File: config.mk
export PLATFORM = sky130hd
export DESIGN_NAME = fifo_monitor
export DESIGN_NICKNAME = d
export VERILOG_FILES = /design/src/rtl/fifo_monitor.sv
export SDC_FILE = /design/constraint.sdc
export NUM_CORES = 1
export LEC_CHECK = 0
export CELL_PAD_IN_SITES_DETAIL_PLACEMENT = 0
export CELL_PAD_IN_SITES_GLOBAL_PLACEMENT = 1
export CORE_UTILIZATION = 36
export CTS_CLUSTER_DIAMETER = 200
export CTS_CLUSTER_SIZE = 20
export DETAILED_ROUTE_END_ITERATION = 8
export GPL_TIMING_DRIVEN = 0
export PLACE_DENSITY_LB_ADDON = 0.15
export REMOVE_ABC_BUFFERS = 1
export SLEW_MARGIN = 20
export SYNTH_ARGS = -nofsm -noshare
export SYNTH_HDL_FRONTEND = slang
export SYNTH_SLANG_ARGS = --single-unit
File: constraint.sdc
create_clock -name clk -period 4.6 [get_ports clk]
set_clock_uncertainty 0.2 [all_clocks]
set_input_delay 0.69 -clock clk [delete_from_list [all_inputs] [get_ports clk]]
set_output_delay 0.69 -clock clk [all_outputs]
set_load 0.01 [all_outputs]
File: src/rtl/fifo_monitor.sv
// Black-box checker for a first-word-fall-through FIFO interface, built around a shadow FIFO.
// Define FIFO_MON_COVER_EN to build the coverage counters; otherwise the cov_* outputs are tied to 0.
module fifo_monitor #(
  parameter int unsigned DATA_WIDTH = 8,
  parameter int unsigned FIFO_DEPTH = 4,
  parameter int unsigned CNT_W      = 8,
  localparam int unsigned OCC_W     = $clog2(FIFO_DEPTH + 1)
) (
  input  logic                  clk,
  input  logic                  rst_n,
  input  logic                  mon_wr_en,
  input  logic [DATA_WIDTH-1:0] mon_wr_data,
  input  logic                  mon_rd_en,
  input  logic [DATA_WIDTH-1:0] mon_rd_data,
  input  logic                  mon_full,
  input  logic                  mon_empty,
  input  logic                  err_clr,
  output logic [6:0]            err_flags,
  output logic [CNT_W-1:0]      err_count,
  output logic                  first_err_vld,
  output logic [2:0]            first_err_code,
  output logic [DATA_WIDTH-1:0] mm_exp,
  output logic [DATA_WIDTH-1:0] mm_got,
  output logic [OCC_W-1:0]      occupancy,
  output logic [15:0]           cov_push,
  output logic [15:0]           cov_pop,
  output logic [15:0]           cov_both,
  output logic [15:0]           cov_full,
  output logic [15:0]           cov_empty
);

  localparam int unsigned PTR_W = $clog2(FIFO_DEPTH);
  localparam logic [OCC_W-1:0] OccFull = OCC_W'(FIFO_DEPTH);
  localparam logic [PTR_W-1:0] PtrLast = PTR_W'(FIFO_DEPTH - 1);
  localparam logic [CNT_W-1:0] CntMax  = '1;

  logic [DATA_WIDTH-1:0] mem_q [FIFO_DEPTH];
  logic [PTR_W-1:0]      rd_ptr_q, wr_ptr_q;
  logic [OCC_W-1:0]      occ_q;

  logic                  push_ok, pop_ok, occ_zero, occ_full, do_push, do_pop;
  logic [DATA_WIDTH-1:0] head;
  logic [6:0]            v;
  logic [2:0]            low_idx;

  logic [6:0]            flags_base, err_flags_d;
  logic [CNT_W-1:0]      count_base, err_count_d;
  logic                  vld_base, first_err_vld_d;
  logic [2:0]            code_base, first_err_code_d;
  logic [DATA_WIDTH-1:0] exp_base, got_base, mm_exp_d, mm_got_d;

  always_comb begin
    push_ok  = mon_wr_en & ~mon_full;
    pop_ok   = mon_rd_en & ~mon_empty;
    occ_zero = (occ_q == '0);
    occ_full = (occ_q == OccFull);
    head     = mem_q[rd_ptr_q];
    do_pop   = pop_ok & ~occ_zero;
    do_push  = push_ok & (~occ_full | do_pop);

    v[0] = mon_wr_en & mon_full;
    v[1] = mon_rd_en & mon_empty;
    v[2] = mon_full & mon_empty;
    v[3] = mon_empty != occ_zero;
    v[4] = mon_full != occ_full;
    v[5] = do_pop & (mon_rd_data != head);
    v[6] = push_ok & ~pop_ok & occ_full;
  end

  always_comb begin
    low_idx = '0;
    for (int i = 6; i >= 0; i--) begin
      if (v[i]) low_idx = 3'(i);
    end
  end

  // Clear is applied first so a violation in the clearing cycle still lands.
  always_comb begin
    flags_base = err_clr ? '0 : err_flags;
    count_base = err_clr ? '0 : err_count;
    vld_base   = err_clr ? 1'b0 : first_err_vld;
    code_base  = err_clr ? '0 : first_err_code;
    exp_base   = err_clr ? '0 : mm_exp;
    got_base   = err_clr ? '0 : mm_got;

    err_flags_d      = flags_base | v;
    err_count_d      = count_base;
    first_err_vld_d  = vld_base;
    first_err_code_d = code_base;
    mm_exp_d         = exp_base;
    mm_got_d         = got_base;

    if (|v && count_base != CntMax) err_count_d = count_base + 1'b1;
    if (|v && !vld_base) begin
      first_err_vld_d  = 1'b1;
      first_err_code_d = low_idx;
    end
    // Sticky bit 5 doubles as "mismatch already captured".
    if (v[5] && !flags_base[5]) begin
      mm_exp_d = head;
      mm_got_d = mon_rd_data;
    end
  end

  always_ff @(posedge clk) begin
    if (rst_n && do_push) mem_q[wr_ptr_q] <= mon_wr_data;
  end

  always_ff @(posedge clk) begin
    if (!rst_n) begin
      rd_ptr_q       <= '0;
      wr_ptr_q       <= '0;
      occ_q          <= '0;
      err_flags      <= '0;
      err_count      <= '0;
      first_err_vld  <= 1'b0;
      first_err_code <= '0;
      mm_exp         <= '0;
      mm_got         <= '0;
    end else begin
      if (do_pop)  rd_ptr_q <= (rd_ptr_q == PtrLast) ? '0 : rd_ptr_q + 1'b1;
      if (do_push) wr_ptr_q <= (wr_ptr_q == PtrLast) ? '0 : wr_ptr_q + 1'b1;
      if (do_push && !do_pop)      occ_q <= occ_q + 1'b1;
      else if (do_pop && !do_push) occ_q <= occ_q - 1'b1;
      err_flags      <= err_flags_d;
      err_count      <= err_count_d;
      first_err_vld  <= first_err_vld_d;
      first_err_code <= first_err_code_d;
      mm_exp         <= mm_exp_d;
      mm_got         <= mm_got_d;
    end
  end

  assign occupancy = occ_q;

`ifdef FIFO_MON_COVER_EN
  always_ff @(posedge clk) begin
    if (!rst_n) begin
      cov_push  <= '0;
      cov_pop   <= '0;
      cov_both  <= '0;
      cov_full  <= '0;
      cov_empty <= '0;
    end else begin
      cov_push  <= cov_push + {15'd0, push_ok & ~&cov_push};
      cov_pop   <= cov_pop + {15'd0, pop_ok & ~&cov_pop};
      cov_both  <= cov_both + {15'd0, push_ok & pop_ok & ~&cov_both};
      cov_full  <= cov_full + {15'd0, mon_full & ~&cov_full};
      cov_empty <= cov_empty + {15'd0, mon_empty & ~&cov_empty};
    end
  end
`else
  assign cov_push  = '0;
  assign cov_pop   = '0;
  assign cov_both  = '0;
  assign cov_full  = '0;
  assign cov_empty = '0;
`endif

endmodule

==> results of run 1 <==
==> per-stage QoR <==
step / hold slack (ns) / util (%) / cells / worst slack [ns] / total power [mW]
after floorplan: 0.2856 / - / 350 / 1.631 / 1.033
after global placement: 0.2498 / 40.71 / 546 / 0.7047 / 1.189
after detailed placement: 0.2582 / 40.75 / 546 / 0.6305 / 1.196
after CTS: 0.2723 / 42.81 / 562 / 0.9957 / 1.755
after global routing: 0.2892 / 42.81 / 562 / 0.7799 / 1.833
final: 0.2702 / 42.81 / 562 / 0.9975 / 1.735
==> sequential cells by signal, summed over array words and instances, names as in the netlist, named ones only <==
signal	cells
err_flags	7
first_err_vld	1
mem_q	32
wr_ptr_q	2
occupancy	3
mm_got	8
err_count	8
rd_ptr_q	2
first_err_code	3
mm_exp	8
==> tightest hold or removal path, cell delays in order, from the launching register on <==
cell and delay (ns):
dfxtp_1 0.32, nand2_1 0.06, a21oi_1 0.05
==> power by group <==
group | leakage [nW] | switching, mW | internal (mW) | total (mW)
sequential | 0.648 | 0.0469 | 0.748 | 0.795
clock | 0.106 | 0.293 | 0.266 | 0.559
combinational | 0.960 | 0.211 | 0.170 | 0.381
total | 1.71 | 0.550 | 1.18 | 1.73
==> Yosys cell counts, types with 3 or more instances <==
master / count
xnor2_1: 3
buf_4: 80
a21oi_1: 24
buf_6: 3
dfxtp_1: 44
edfxtp_1: 32
ha_1: 7
o21ai_0: 7
nor2b_1: 4
nor2_1: 17
nor4_1: 3
and3_1: 6
inv_1: 7
nand3_1: 21
mux4_2: 8
clkbuf_1: 7
xor2_1: 10
nor3_1: 5
mux2i_1: 6
nand2_1: 32
a21o_1: 5
==> how the worst min path moves through the flow <==
stage,slack [ns],cells after the start,to
floorplan,0.29,2,err_flags[3]
global placement,0.25,2,mm_exp[1]
detailed placement,0.26,2,err_flags[4]
CTS,0.27,2,err_flags[3]
global route,0.29,2,mm_got[2]
finish,0.27,2,err_flags[4]
==> placed cells by master, fill, tap and decap left out, drive strengths merged, types with 2 or more instances in the layout <==
cell	count
dfxtp	44
clkbuf	9
nor4	3
conb	80
nand3	21
and2	2
nor3	5
nor2b	4
xnor2	3
mux4	8
o21ai	7
nand4	2
o21a	2
and3	6
a21o	5
inv	13
clkdlybuf4s50	60
a32o	2
or3	2
a21oi	24
nand2	32
a22oi	2
nor2	17
ha	7
edfxtp	32
mux2i	6
xor2	10
==> cell families (layout without fill, tap and decap cells) <==
group           Yosys count  in the layout  synth area share (%)
xor+xnor                 13             13                 2.973
compound gates           51             51                 8.298
simple gates            100            100                 12.55
flops                    76             76                 48.09
fa+ha+maj                 8              8                 2.809
mux                      14             14                 6.272
other cells               1             80               0.09791
buf+inv                 103             84                 18.92
==> per-layer routing <==
layer  track usage, %  vias up  wire length (um)
met5                0        -                 0
met4            6.338        0               117
met3            2.870        9               244
met2            24.27       99              3774
met1            17.52     1210              3349
li1                 -     1226                 -
==> layout make-up <==
| type | instances | area (um^2) | share of cell area [%] |
|---|---|---|---|
| flip-flops and latches | 76 | 1842 | 41.68 |
| inverters | 8 | 30.03 | 0.6795 |
| clock inverters | 7 | 88.84 | 2.010 |
| well taps | 136 | 170.2 | 3.851 |
| multi-input cells | 266 | 1564 | 35.39 |
| clock buffers | 9 | 123.9 | 2.803 |
| repair buffers | 60 | 600.6 | 13.59 |
==> qor_table.md, run 1 <==
| Group | Result | This run |
|---|---|---|
| setup path | Worst flop-to-flop path endpoint | mm_got[2] |
| placement | Weighted congestion reported at the end of routability-driven placement | 0.7437 |
| yosys | Post-synth design cell area | 0.003830 mm^2 |
| clock tree | Resized Gates After CTS | 0 |
| yosys | Yosys top cell area share | 25.09% |
| yosys | Sequential element share of the synthesized area | 48.09% |
| detailed routing | Detailed Route Iter0 Violations | 80 |
| clock tree | Clock slew at the register clock pins of the worst setup and hold paths | 0.09 ns |
| global route | Antenna violations before repair | 0 |
| setup path | Worst reg-to-reg setup slack | 1.27 ns |
| timing | Share of the clock period used by the worst path after layout | 78.31% |
| finish | Number of fill cells in the layout | 1031 |
| clock tree | Setup Buffers After CTS | 0 |
| timing | Highest clock rate | 277.6 MHz |
| setup path | Crit-path max FO | 10 |
| floorplanning | I/O pin count | 141 |
| floorplanning | Starting density of the core | 37.10% |
| floorplanning | Core area | 0.01032 mm^2 |
| floorplanning | Die W | 105.1 um |
| yosys | EDFF count, synth | 32 |
| timing | Actual transition at the worst max-transition pin | 1.064 ns |
| setup path | Worst path top cell family by delay | simple AND/OR/NAND/NOR gates |
| power | Max rail drop VDD | 0.1552 mV |
| detailed routing | DRC violation count after routing | 0 |
| global route | Global-route wire length before repair | 12100 um |
| clock tree | Clock H-tree levels | 3 |
| yosys | Number of cells produced by synthesis | 366 |
| detailed routing | Vias per Instance | 4.527 |
| clock tree | Root Buffer Master | clkbuf_8 |
| setup path | Cell breakdown of the critical path | clkdlybuf4s50_1 -> nor2b_1 -> nor2_1 -> nor3b_1 -> ha_1 -> inv_1 -> fa_1 -> xor2_1 -> or3_1 -> a21oi_1 |
| yosys | Top post-synthesis cells by area | edfxtp_1 (25%), dfxtp_1 (23%), buf_4 (16%) |
| global route | Via count of the first global-routing pass | 2327 |
| setup path | Worst reg2reg path depth | 7 |
| yosys | Warnings from Yosys | 0 |
| floorplanning | Die Ht | 105.1 um |
| timing | RSZ-0062 raised after global routing | no |
| clock tree | Clock tree from TritonCTS | done |
| setup path | Critical Path AT | 3.68 ns |
| power | Power per cell area | 392.5 mW/mm^2 |
| hold path | Min-delay src | err_flags[4] |
| global route | Total routing resource utilization after global routing | 14.30% |
| clock tree | Cts bufs inserted | 9 |
| yosys | Mean instance size in the synthesized netlist | 10.46 um^2 |
| finish | Cell area after layout | 0.004419 mm^2 |
| placement | Area of placed instances | 0.004207 mm^2 |
| setup path | Buffers & Inverters on Critical Path | 2 |
| clock tree | Quantity of hold-fixing buffers added after cts | 0 |
| run status | Run status | finished clean |
| setup path | Crit path max-delay cell type | nor3b_1 |
| detailed routing | Overall routed net length | 7485 um |
| timing | Final hold violations | 0 |
| power | Leak Pwr | 1.714 nW |
| floorplanning | Site row count | 37 |
| setup path | Worst stage delay on the critical path | 0.73 ns |
| timing | Fin crit period | 3.602 ns |
| setup path | Kind of capture point of the worst setup path | flop |
| setup path | Beginning of the critical path | mon_empty |
| yosys | Register bit total from synthesis | 76 |
| setup path | Kind of critical path | in -> reg |
| detailed routing | Post-route antenna net violation count | 0 |
| detailed routing | Via count | 2544 |
| finish | Inserted Diodes | 0 |
| detailed routing | Drt pass-1 iters | 4 |
| setup path | Required time at the endpoint of the critical path | 4.68 ns |
| setup path | Sort of element at the start of the critical path | input port |
| flow run | Number of maximum-capacitance constraint violations | 0 |
| global route | Total congestion overflow | 0 |
| detailed routing | Average wire length per cell after detail routing | 13.32 um |
| timing | Count of final setup violators | 0 |
| finish | Fraction of layout cells with a size suffix above 1 | 6.103% |
| placement | Port bufs | 60 |
| clock tree | Clock network latency to the later pin of the worst-skew pair | 0.36 ns |
| yosys | Count of cell types in the netlist | 49 |
| hold path | Class of the worst hold path | reg -> reg |
| floorplanning | Die ar. | 0.01106 mm^2 |
| finish | Post-layout net count | 452 |
| yosys | Flip-flop cell with the highest count after synthesis | dfxtp_1 |
| clock tree | Clock Path Buffers | 2 |
| clock tree | TritonCTS Sinks | 76 |
| global route | Largest net degree at the start of global routing | 37 |
| setup path | Timing endpoint of the critical path | occupancy[2] |
| timing | Number of pins with negative max-slew slack in the final report | 0 |
| timing | Max transition margin | 29.01% |
| setup path | Stages on worst setup path | 10 |
| timing | Final sum of negative setup slack | 0 ns |
| finish | Layout overhead on the synthesized area | 15.39% |
| yosys | Synth async-reset ratio | 0% |
| yosys | Yosys top cell by area | edfxtp_1 |
| placement | Half-perimeter wire length after placement | 5198 um |
(Power assumes the default switching activity.)
==> inputs of run 2 (changes only) <==
- CORE_UTILIZATION: 36 -> 34
- clock period: 4.6 -> 3.6 ns (I/O delays scaled with it)
==> run 2 against run 1 <==
  * Power rose by 27%
  * Cell count rose by 0.71%
  * Non-clock buffer count did not move
  * Combinational power rose by 28%
  * Die area rose by 5.8%
  * Flip-flop and latch count did not move
  * Largest cell class unchanged
  * Largest power group unchanged
==> qor_table.md, run 2 (synthesis results as in run 1) <==
| Group | Result | This run |
|---|---|---|
| run status | Run status | finished clean |
| timing | Final sum of negative setup slack | 0 ns |
| hold path | Class of the worst hold path | reg -> reg |
| finish | Fraction of layout cells with a size suffix above 1 | 6.573% |
| placement | Weighted congestion reported at the end of routability-driven placement | 0.7331 |
| power | Power per cell area | 496.8 mW/mm^2 |
| detailed routing | Detailed Route Iter0 Violations | 92 |
| placement | Worst-case setup slack after placement | -0.1943 ns |
| timing | Actual transition at the worst max-transition pin | 1.037 ns |
| global route | Global-route wire length before repair | 11690 um |
| timing | RSZ-0062 raised after global routing | no |
| clock tree | Cts bufs inserted | 9 |
| setup path | Kind of capture point of the worst setup path | flop |
| power | Max rail drop VDD | 0.2371 mV |
| hold path | Hold Path Depth | 2 |
| clock tree | Clock Path Buffers | 2 |
| timing | Highest clock rate | 315.5 MHz |
| detailed routing | Post-route antenna net violation count | 0 |
| setup path | Cell breakdown of the critical path | mux4_2 -> xor2_1 -> nor4_1 -> a21o_1 -> or2b_2 -> nand3_1 -> a21oi_1 |
| timing | Count of final setup violators | 0 |
| placement | Area of placed instances | 0.004212 mm^2 |
| global route | Total congestion overflow | 0 |
| setup path | Worst stage delay on the critical path | 0.68 ns |
| finish | Commonest non-fill, non-tap cell in the layout | conb_1 |
| timing | Number of pins with negative max-slew slack in the final report | 0 |
| power | Overall power after layout | 2.201 mW |
| timing | Worst Setup Slack, final | 0.4307 ns |
| finish | Cell area after layout | 0.004429 mm^2 |
| finish | Layout overhead on the synthesized area | 15.65% |
| clock tree | Clock H-tree levels | 3 |
| setup path | Kind of critical path | reg -> reg |
| clock tree | Setup Buffers After CTS | 0 |
| setup path | Sort of element at the start of the critical path | flop |
| detailed routing | Via count | 2529 |
| finish | Commonest non-fill, non-tap cells in the layout | conb_1 (80), clkdlybuf4s50_1 (60), dfxtp_1 (44) |
| detailed routing | Vias per Instance | 4.468 |
| global route | Largest net degree at the start of global routing | 37 |
| finish | Max FFs per register | 32 |
| global route | Total routing resource utilization after global routing | 13.44% |
| setup path | Worst path top cell family by delay | simple AND/OR/NAND/NOR gates |
| clock tree | Clock network latency to the later pin of the worst-skew pair | 0.34 ns |
| clock tree | Clock tree from TritonCTS | done |
| detailed routing | Overall routed net length | 7685 um |
| finish | Inserted Diodes | 0 |
| power | Leak Pwr | 1.720 nW |
| placement | Port bufs | 60 |
| timing | Fin crit period | 3.169 ns |
| placement | Half-perimeter wire length after placement | 5288 um |
| floorplanning | Starting density of the core | 35.18% |
| setup path | Worst reg2reg path depth | 7 |
| floorplanning | Die W | 108.1 um |
| setup path | Buffers & Inverters on Critical Path | 0 |
| clock tree | Clock slew at the register clock pins of the worst setup and hold paths | 0.09 ns |
| setup path | Critical Path AT | 3.24 ns |
| detailed routing | Drt pass-1 iters | 4 |
| floorplanning | Site row count | 38 |
| floorplanning | I/O pin count | 141 |
| finish | Register ranked first by flip-flop count | mem_q |
| global route | Antenna violations before repair | 0 |
| setup path | Required time at the endpoint of the critical path | 3.67 ns |
| setup path | Stages on worst setup path | 7 |
| placement | Placed cell count | 550 |
| flow run | Number of maximum-capacitance constraint violations | 0 |
| clock tree | Root Buffer Master | clkbuf_8 |
| floorplanning | Die ar. | 0.01169 mm^2 |
| clock tree | TritonCTS Sinks | 76 |
| timing | Max transition margin | 30.80% |
| detailed routing | Average wire length per cell after detail routing | 13.58 um |
| global route | Via count of the first global-routing pass | 2230 |
| timing | Final hold violations | 0 |
| floorplanning | Die Ht | 108.1 um |
| setup path | Crit-path max FO | 16 |
| detailed routing | DRC violation count after routing | 0 |
| timing | Share of the clock period used by the worst path after layout | 88.04% |
| setup path | Crit path max-delay cell type | dfxtp_1 |
| finish | Post-layout net count | 452 |
| floorplanning | Core area | 0.01089 mm^2 |
| finish | Count of non-filler cells in the finished layout | 566 |
## run 2: area by class of cell
| class | instances | area, um^2 |
|---|---|---|
| Clock buffer | 9 | 123.9 |
| Clock inverter | 7 | 87.58 |
| Fill cell | 1054 | 6459 |
| Inverter | 8 | 30.03 |
| Multi-Input combinational cell | 266 | 1570 |
| Sequential cell | 76 | 1842 |
| Tap cell | 140 | 175.2 |
| Timing Repair Buffer | 60 | 600.6 |
## run 2: metrics by stage
step	utilization, %	hold WS, ns
global route	40.68	0.2846
global placement	38.65	0.2546
finish	40.68	0.2688
floorplan	-	0.2856
CTS	40.62	0.2720
detailed placement	38.68	0.2584
## run 2: layer usage
layer	track usage [%]	routed length (um)	share of wire, %	up-vias
li1	-	-	-	1229
met1	18.26	3420	45	1178
met2	21.06	3685	48	113
met3	2.712	496	6.5	9
met4	4.990	83	1.1	0
met5	0	0	0	-
## run 2: worst paths after layout
path,startpoint,endpoint,slack [ns]
max reg2reg,flop,mm_got[3],0.43
min reg2reg,err_flags[4],err_flags[4],0.27
min,err_flags[4],err_flags[4],0.27
max,flop,mm_got[3],0.43
## run 2: repair_timing
action,4_1_cts,5_1_grt
setup endpoints to repair,0,16
resized for setup,0,2
hold buffers,0,0
## run 2: tightest hold or removal path, cell delays in order (launching register included)
cell and delay [ns]:
dfxtp_1 0.32, nand2_1 0.06, a21oi_1 0.05
## run 2: where the power goes
group	switching, mW	total [mW]	internal [mW]	leakage, nW
Sequential	0.0612	1.02	0.956	0.648
Combinational	0.271	0.489	0.218	0.963
Clock	0.354	0.694	0.340	0.109
==> inputs of run 3 (changes only) <==
- SKIP_LAST_GASP: unset -> 1
==> results of run 3 <==
Final layout, timing and power as in run 2 (identical DEF).
